<file path="config.mk">
export PLATFORM = sky130hd
export DESIGN_NAME = move_collector_flat
export DESIGN_NICKNAME = d
export VERILOG_FILES = /design/src/rtl/move_collector_if.sv /design/src/rtl/move_collector.sv /design/src/flat_wrapper.sv
export SDC_FILE = /design/constraint.sdc
export NUM_CORES = 1
export LEC_CHECK = 0
export ABC_AREA = 1
export CAP_MARGIN = 20
export CORE_AREA = 5 5 577 579
export DETAILED_ROUTE_END_ITERATION = 10
export DIE_AREA = 0 0 582 584
export GPL_ROUTABILITY_DRIVEN = 0
export PLACE_DENSITY = 0.3
export SLEW_MARGIN = 20
export SYNTH_ARGS = -nofsm -noshare
export SYNTH_HDL_FRONTEND = slang
export SYNTH_SLANG_ARGS = --single-unit
export TNS_END_PERCENT = 100
</file>
<file path="constraint.sdc">
create_clock -name clk -period 5.7 [get_ports clk]
set_clock_uncertainty 0.1 [all_clocks]
set_input_delay 0.855 -clock clk [delete_from_list [all_inputs] [get_ports clk]]
set_output_delay 0.855 -clock clk [all_outputs]
set_load 0.005 [all_outputs]
</file>
<file path="src/rtl/move_collector_if.sv">
// Move stream between the collector and the move-evaluation stage.
interface move_collector_if #(
    parameter int unsigned W = 160
);
    logic [W-1:0] mv_data;
    logic [2:0]   mv_col;
    logic         mv_valid;
    logic         mv_ready;

    modport master (
        output mv_data,
        output mv_col,
        output mv_valid,
        input  mv_ready
    );

    modport slave (
        input  mv_data,
        input  mv_col,
        input  mv_valid,
        output mv_ready
    );
endinterface

</file>
<file path="src/rtl/move_collector.sv">
// Round-robin drain of the per-column move FIFOs onto one valid/ready stream.
// All-zero (padding) words are dropped; completion is reported once every column is
// done and every FIFO is empty, together with the saturating count of forwarded words.
module move_collector #(
    parameter int unsigned NCOL = 8,
    parameter int unsigned W    = 160,
    parameter int unsigned CNTW = 10
) (
    input  logic              clk,
    input  logic              reset,
    input  logic              start,
    input  logic [NCOL-1:0]   coldone,
    input  logic [NCOL-1:0]   fifoEmpty,
    input  logic [NCOL*W-1:0] fifoOut,
    output logic [NCOL-1:0]   rden,
    move_collector_if.master  mv,
    output logic [CNTW-1:0]   mv_count,
    output logic              busy,
    output logic              all_done
);
    localparam int unsigned PW = (NCOL > 1) ? $clog2(NCOL) : 1;

    typedef enum logic [2:0] {StIdle, StScan, StRead, StWait, StHold, StDone} state_e;

    state_e          state_q, state_d;
    logic [PW-1:0]   ptr_q, ptr_d;
    logic [PW-1:0]   sel_q, sel_d;
    logic [W-1:0]    data_q, data_d;
    logic [2:0]      col_q, col_d;
    logic [CNTW-1:0] count_q, count_d;

    logic            found;
    logic [PW-1:0]   found_col;
    int unsigned     scan_pos;
    logic [PW-1:0]   scan_idx;
    logic [PW-1:0]   next_sel;
    logic [W-1:0]    word;

    // Column after the one just serviced; the next search starts there.
    assign next_sel = (32'(sel_q) == NCOL - 1) ? '0 : sel_q + 1'b1;
    // Non-show-ahead FIFO: this is the word read in the previous (READ) cycle.
    assign word     = fifoOut[32'(sel_q) * W +: W];

    // First non-empty column at or after ptr, wrapping around.
    always_comb begin
        found     = 1'b0;
        found_col = '0;
        scan_pos  = 0;
        scan_idx  = '0;
        for (int unsigned i = 0; i < NCOL; i++) begin
            scan_pos = 32'(ptr_q) + i;
            if (scan_pos >= NCOL) scan_pos = scan_pos - NCOL;
            scan_idx = PW'(scan_pos);
            if (!found && !fifoEmpty[scan_idx]) begin
                found     = 1'b1;
                found_col = scan_idx;
            end
        end
    end

    // Next-state logic for the pass sequencer and its datapath registers.
    always_comb begin
        state_d = state_q;
        ptr_d   = ptr_q;
        sel_d   = sel_q;
        data_d  = data_q;
        col_d   = col_q;
        count_d = count_q;
        unique case (state_q)
            StIdle, StDone: begin
                if (start) begin
                    state_d = StScan;
                    ptr_d   = '0;
                    count_d = '0;
                end
            end
            StScan: begin
                if (found) begin
                    sel_d   = found_col;
                    state_d = StRead;
                end else if (&coldone) begin
                    state_d = StDone;
                end
            end
            StRead: state_d = StWait;
            StWait: begin
                data_d = word;
                col_d  = 3'(sel_q);
                if (word == '0) begin
                    ptr_d   = next_sel;
                    state_d = StScan;
                end else begin
                    state_d = StHold;
                end
            end
            StHold: begin
                if (mv.mv_ready) begin
                    if (count_q != '1) count_d = count_q + 1'b1;
                    ptr_d   = next_sel;
                    state_d = StScan;
                end
            end
            default: state_d = StIdle;
        endcase
    end

    // State and datapath registers; reset clears every output immediately.
    always_ff @(posedge clk or negedge reset) begin
        if (!reset) begin
            state_q <= StIdle;
            ptr_q   <= '0;
            sel_q   <= '0;
            data_q  <= '0;
            col_q   <= '0;
            count_q <= '0;
        end else begin
            state_q <= state_d;
            ptr_q   <= ptr_d;
            sel_q   <= sel_d;
            data_q  <= data_d;
            col_q   <= col_d;
            count_q <= count_d;
        end
    end

    // Read strobe is decoded from state so it drops with the asynchronous reset.
    always_comb begin
        rden = '0;
        if (state_q == StRead) rden[sel_q] = 1'b1;
    end

    assign mv.mv_data  = data_q;
    assign mv.mv_col   = col_q;
    assign mv.mv_valid = (state_q == StHold);
    assign mv_count    = count_q;
    assign busy        = (state_q == StScan) || (state_q == StRead) ||
                         (state_q == StWait) || (state_q == StHold);
    assign all_done    = (state_q == StDone);
endmodule

</file>
<file path="src/flat_wrapper.sv">
// flat-port wrapper written by rule: the top's interface ports become plain ports
module move_collector_flat 
#(
    parameter int unsigned NCOL = 8,
    parameter int unsigned W    = 160,
    parameter int unsigned CNTW = 10
)
  (clk, reset, start, coldone, fifoEmpty, fifoOut, rden, mv_count, busy, all_done, mv_mv_data, mv_mv_col, mv_mv_valid, mv_mv_ready);
  move_collector_if #(.W(W)) mv_i ();
  input  logic clk;
  input  logic reset;
  input  logic start;
  input  logic [NCOL-1:0] coldone;
  input  logic [NCOL-1:0] fifoEmpty;
  input  logic [NCOL*W-1:0] fifoOut;
  output logic [NCOL-1:0] rden;
  output logic [CNTW-1:0] mv_count;
  output logic busy;
  output logic all_done;
  output wire logic [$bits(mv_i.mv_data)-1:0] mv_mv_data;
  output wire logic [$bits(mv_i.mv_col)-1:0] mv_mv_col;
  output wire logic [$bits(mv_i.mv_valid)-1:0] mv_mv_valid;
  input wire logic [$bits(mv_i.mv_ready)-1:0] mv_mv_ready;
  assign mv_mv_data = mv_i.mv_data;
  assign mv_mv_col = mv_i.mv_col;
  assign mv_mv_valid = mv_i.mv_valid;
  assign mv_i.mv_ready = mv_mv_ready;
  move_collector #(.NCOL(NCOL), .W(W), .CNTW(CNTW)) u_core (.clk(clk), .reset(reset), .start(start), .coldone(coldone), .fifoEmpty(fifoEmpty), .fifoOut(fifoOut), .rden(rden), .mv(mv_i), .mv_count(mv_count), .busy(busy), .all_done(all_done));
endmodule
</file>
==> impl_metrics.tcl <==
set metrics [dict create \
    pwr-share-comb 0.767 \
    via_per_inst 3.28 \
    postCtsSetupBuffers 0 \
    fin_setup_tns_ns 0 \
    fin_cells 9943 \
    fp.dieH_um 584 \
    syn_area_um2 22100 \
    critPathKind "reg -> reg" \
    grt_pass1_wl_um 355000 \
    cts_resized 0 \
    grt_overflow 0 \
    switchingPower_w 0.0104 \
    fill_cells 38300 \
    wl_um 285000 \
    p_leak_nw 19.5 \
    yosys_warnings 0 \
    holdBufCountCts 0 \
    sw_frac_of_total 0.598 \
    grt_pass1_vias 33200 \
    finalNetCount 6843 \
    hp-class "in -> async" \
    vias 32600 \
    clk-insertion-delay-late_ns 0.57 \
    core_um2 327000 \
    rsz0062_at_grt "no" \
    finalHoldViolCount 0 \
    yosys_most_used_dff "dfrtp_1" \
    drtPass1Iterations 5 \
    final_layout_size_suffix_gt1_frac 0.0541 \
    grt_use_total 0.160 \
    peakVddDrop_v 0.000173 \
    start_util 0.0676 \
    synthTopCellsByArea "nand2_1 (25%), dfrtp_1 (21%), inv_1 (13%), nand3_1 (9.1%), nor2_1 (7.4%)" \
    seq_power_share 0.140 \
    min_period_ns 4.61 \
    synth_cell_types 31 \
    ys_ff_latch 182 \
    worst_hold_slack_ns 0.131 \
    synth.avg_cell_area_um2 5.26 \
    fp.dieArea_um2 340000 \
    dpl.cell_count 9861 \
    synth_edf_count 0 \
    area.growth.synth_to_final_pct 94.2 \
    reg2reg_from "u_core.sel_q[0]" \
    drc_errors 0 \
    synth_top_area_frac 0.251 \
    path_max_fanout 37 \
    clock-sinks 182 \
    synth_sequential_area_ratio 0.206 \
    finalSetupViolCount 0 \
    critPathRequiredTime_ns 6.06 \
    rows 210 \
    die_w_um 582 \
    end_kind "register" \
    clk_pin_slew_ns 0.08 \
    synthArstFlopShare 1.00 \
    ctsLongestPathBuffers 3 \
    worstSetupStartpoint "u_core.sel_q[0]" \
    grt_max_degree 142 \
    ant_nets 0 \
    synth.net_count 5500 \
    h-tree-depth 4 \
    clockRootBuffer "clkbuf_16" \
    drt_iter0_markers 2023 \
    clkPwrFrac 0.093 \
    cp.arrival_ns 4.96 \
    fin_util 0.131 \
    worstSetupStartpointType "register" \
    power.density_nw_per_um2 406 \
    antenna_found_initial 241 \
    cts_tree "done" \
    ios 1484 \
    port_buffers 1483 \
    cts_buffers 21 \
    period_share 0.808 \
    synth_cells 4195 \
    p_int_w 0.00698 \
    wire_per_inst_um 28.6 \
    max_freq_ghz 0.217 \
    worstMarginPinSlew_ns 1.14 \
    relSlewSlack 0.234 \
    cap_violations 0 \
    slew_viol_final 0 \
    hpwl_um 253000 \
    synth_top_cell_by_area "nand2_1" \
    status "finished clean" \
]
[area by class of cell]
class                           count  area (um2)  share of cell area
Antenna cell                       49         123             0.00286
Clock buffer                       22         539              0.0126
Multi-Input combinational cell   2975       13300               0.311
Clock inverter                     11         135             0.00315
Timing Repair Buffer             1570       15700               0.367
Sequential cell                   182        4560               0.106
Inverter                          788        2980              0.0694
Tap cell                         4346        5440               0.127
[worst paths after layout]
check / endpoint / slack, ns / depth (start not counted)
max: u_core.ptr_q[2] / 1.09 / 15
min: u_core.sel_q[0] / 0.13 / 1
max reg2reg: u_core.ptr_q[2] / 1.09 / 15
min reg2reg: u_core.mv.mv_data[17] / 0.39 / 2
max in group asynchronous: u_core.mv.mv_data[7] / 3.97 / 2
min in group clk: u_core.mv.mv_data[17] / 0.39 / 2
[state kept, by name, summed over array words and instances, names as in the netlist]
name               flops
u_core.mv_count       10
u_core.state_q         3
u_core.sel_q           3
u_core.ptr_q           3
u_core.mv.mv_col       3
u_core.mv.mv_data    160
[placed cells by master, fill, tap and decap left out, types with 11 or more instances in the layout]
master,Yosys,layout
o21ai_0,221,221
nand2_1,1477,1476
nand3_1,399,399
diode_2,0,49
or2_1,37,37
o211ai_1,189,189
clkbuf_16,0,21
dfrtp_1,182,181
clkdlybuf4s50_1,0,1481
inv_1,786,784
or2_2,166,166
a21oi_1,11,11
nor2_1,436,433
buf_4,34,69
buf_12,0,19
[cell usage after synthesis, types with 2 or more instances]
cell type,instances
nor2_1,436
buf_1,7
nand2_1,1477
xor2_1,2
buf_6,4
a31oi_1,2
nand2_2,2
nand3_1,399
o211ai_1,189
o21ai_0,221
a21oi_1,11
or2_1,37
and2_1,3
nand4_1,7
or2_0,5
clkbuf_1,92
nor3_1,5
inv_1,786
dfrtp_1,182
xnor2_1,2
buf_2,113
buf_4,34
nand3b_1,2
ha_1,5
or2_2,166
[stage by stage]
stage                     total power, W  setup WS (ns)  instance area [um2]
final                             0.0174           1.09                42900
after CTS                         0.0182          0.709                42700
after floorplan                  0.00806           3.05                22100
after global routing              0.0189          0.697                42800
after detailed placement          0.0164          0.740                42100
after global placement            0.0164          0.565                42100
[metal layers]
layer,track usage,share of wire,vias up
met1,0.179,0.39,15100
met3,0.0668,0.099,412
met5,0,0.0026,-
met2,0.281,0.48,1553
met4,0.0364,0.027,120
li1,-,-,15400
[power groups by stage]
stage,sequential [W],combinational [W],clock (W)
global route,0.00251,0.0147,0.00175
finish,0.00243,0.0133,0.00162
CTS,0.00245,0.0140,0.00175
detailed placement,0.00246,0.0139,0
global placement,0.00246,0.0140,0
floorplan,0.00225,0.00581,0
[critical path, stage by stage (launching register included)]
cell and delay, ns:
dfrtp_4 0.83, inv_8 0.36, buf_4 0.38, o211ai_1 0.70, nand2_1 0.19, nor2_1 0.16
nand2_1 0.07, nor2_1 0.16, nand2_1 0.10, nor2_1 0.33, and2_1 0.33, nand3_1 0.24
nand2_2 0.17, nand2_2 0.08, nand2_1 0.08, nand2_1 0.07
[cells by family after synthesis]
| kind of cell | Yosys count | synth area share |
|---|---|---|
| AOI/OAI and AO/OA | 424 | 0.118 |
| xor gates and xnor gates | 4 | 0.00159 |
| adders and majority gates | 5 | 0.00284 |
| buffers and inverters | 1038 | 0.190 |
| DFF | 182 | 0.206 |
| and+or+nand+nor | 2542 | 0.481 |
Power figures use the tool's default switching activity.
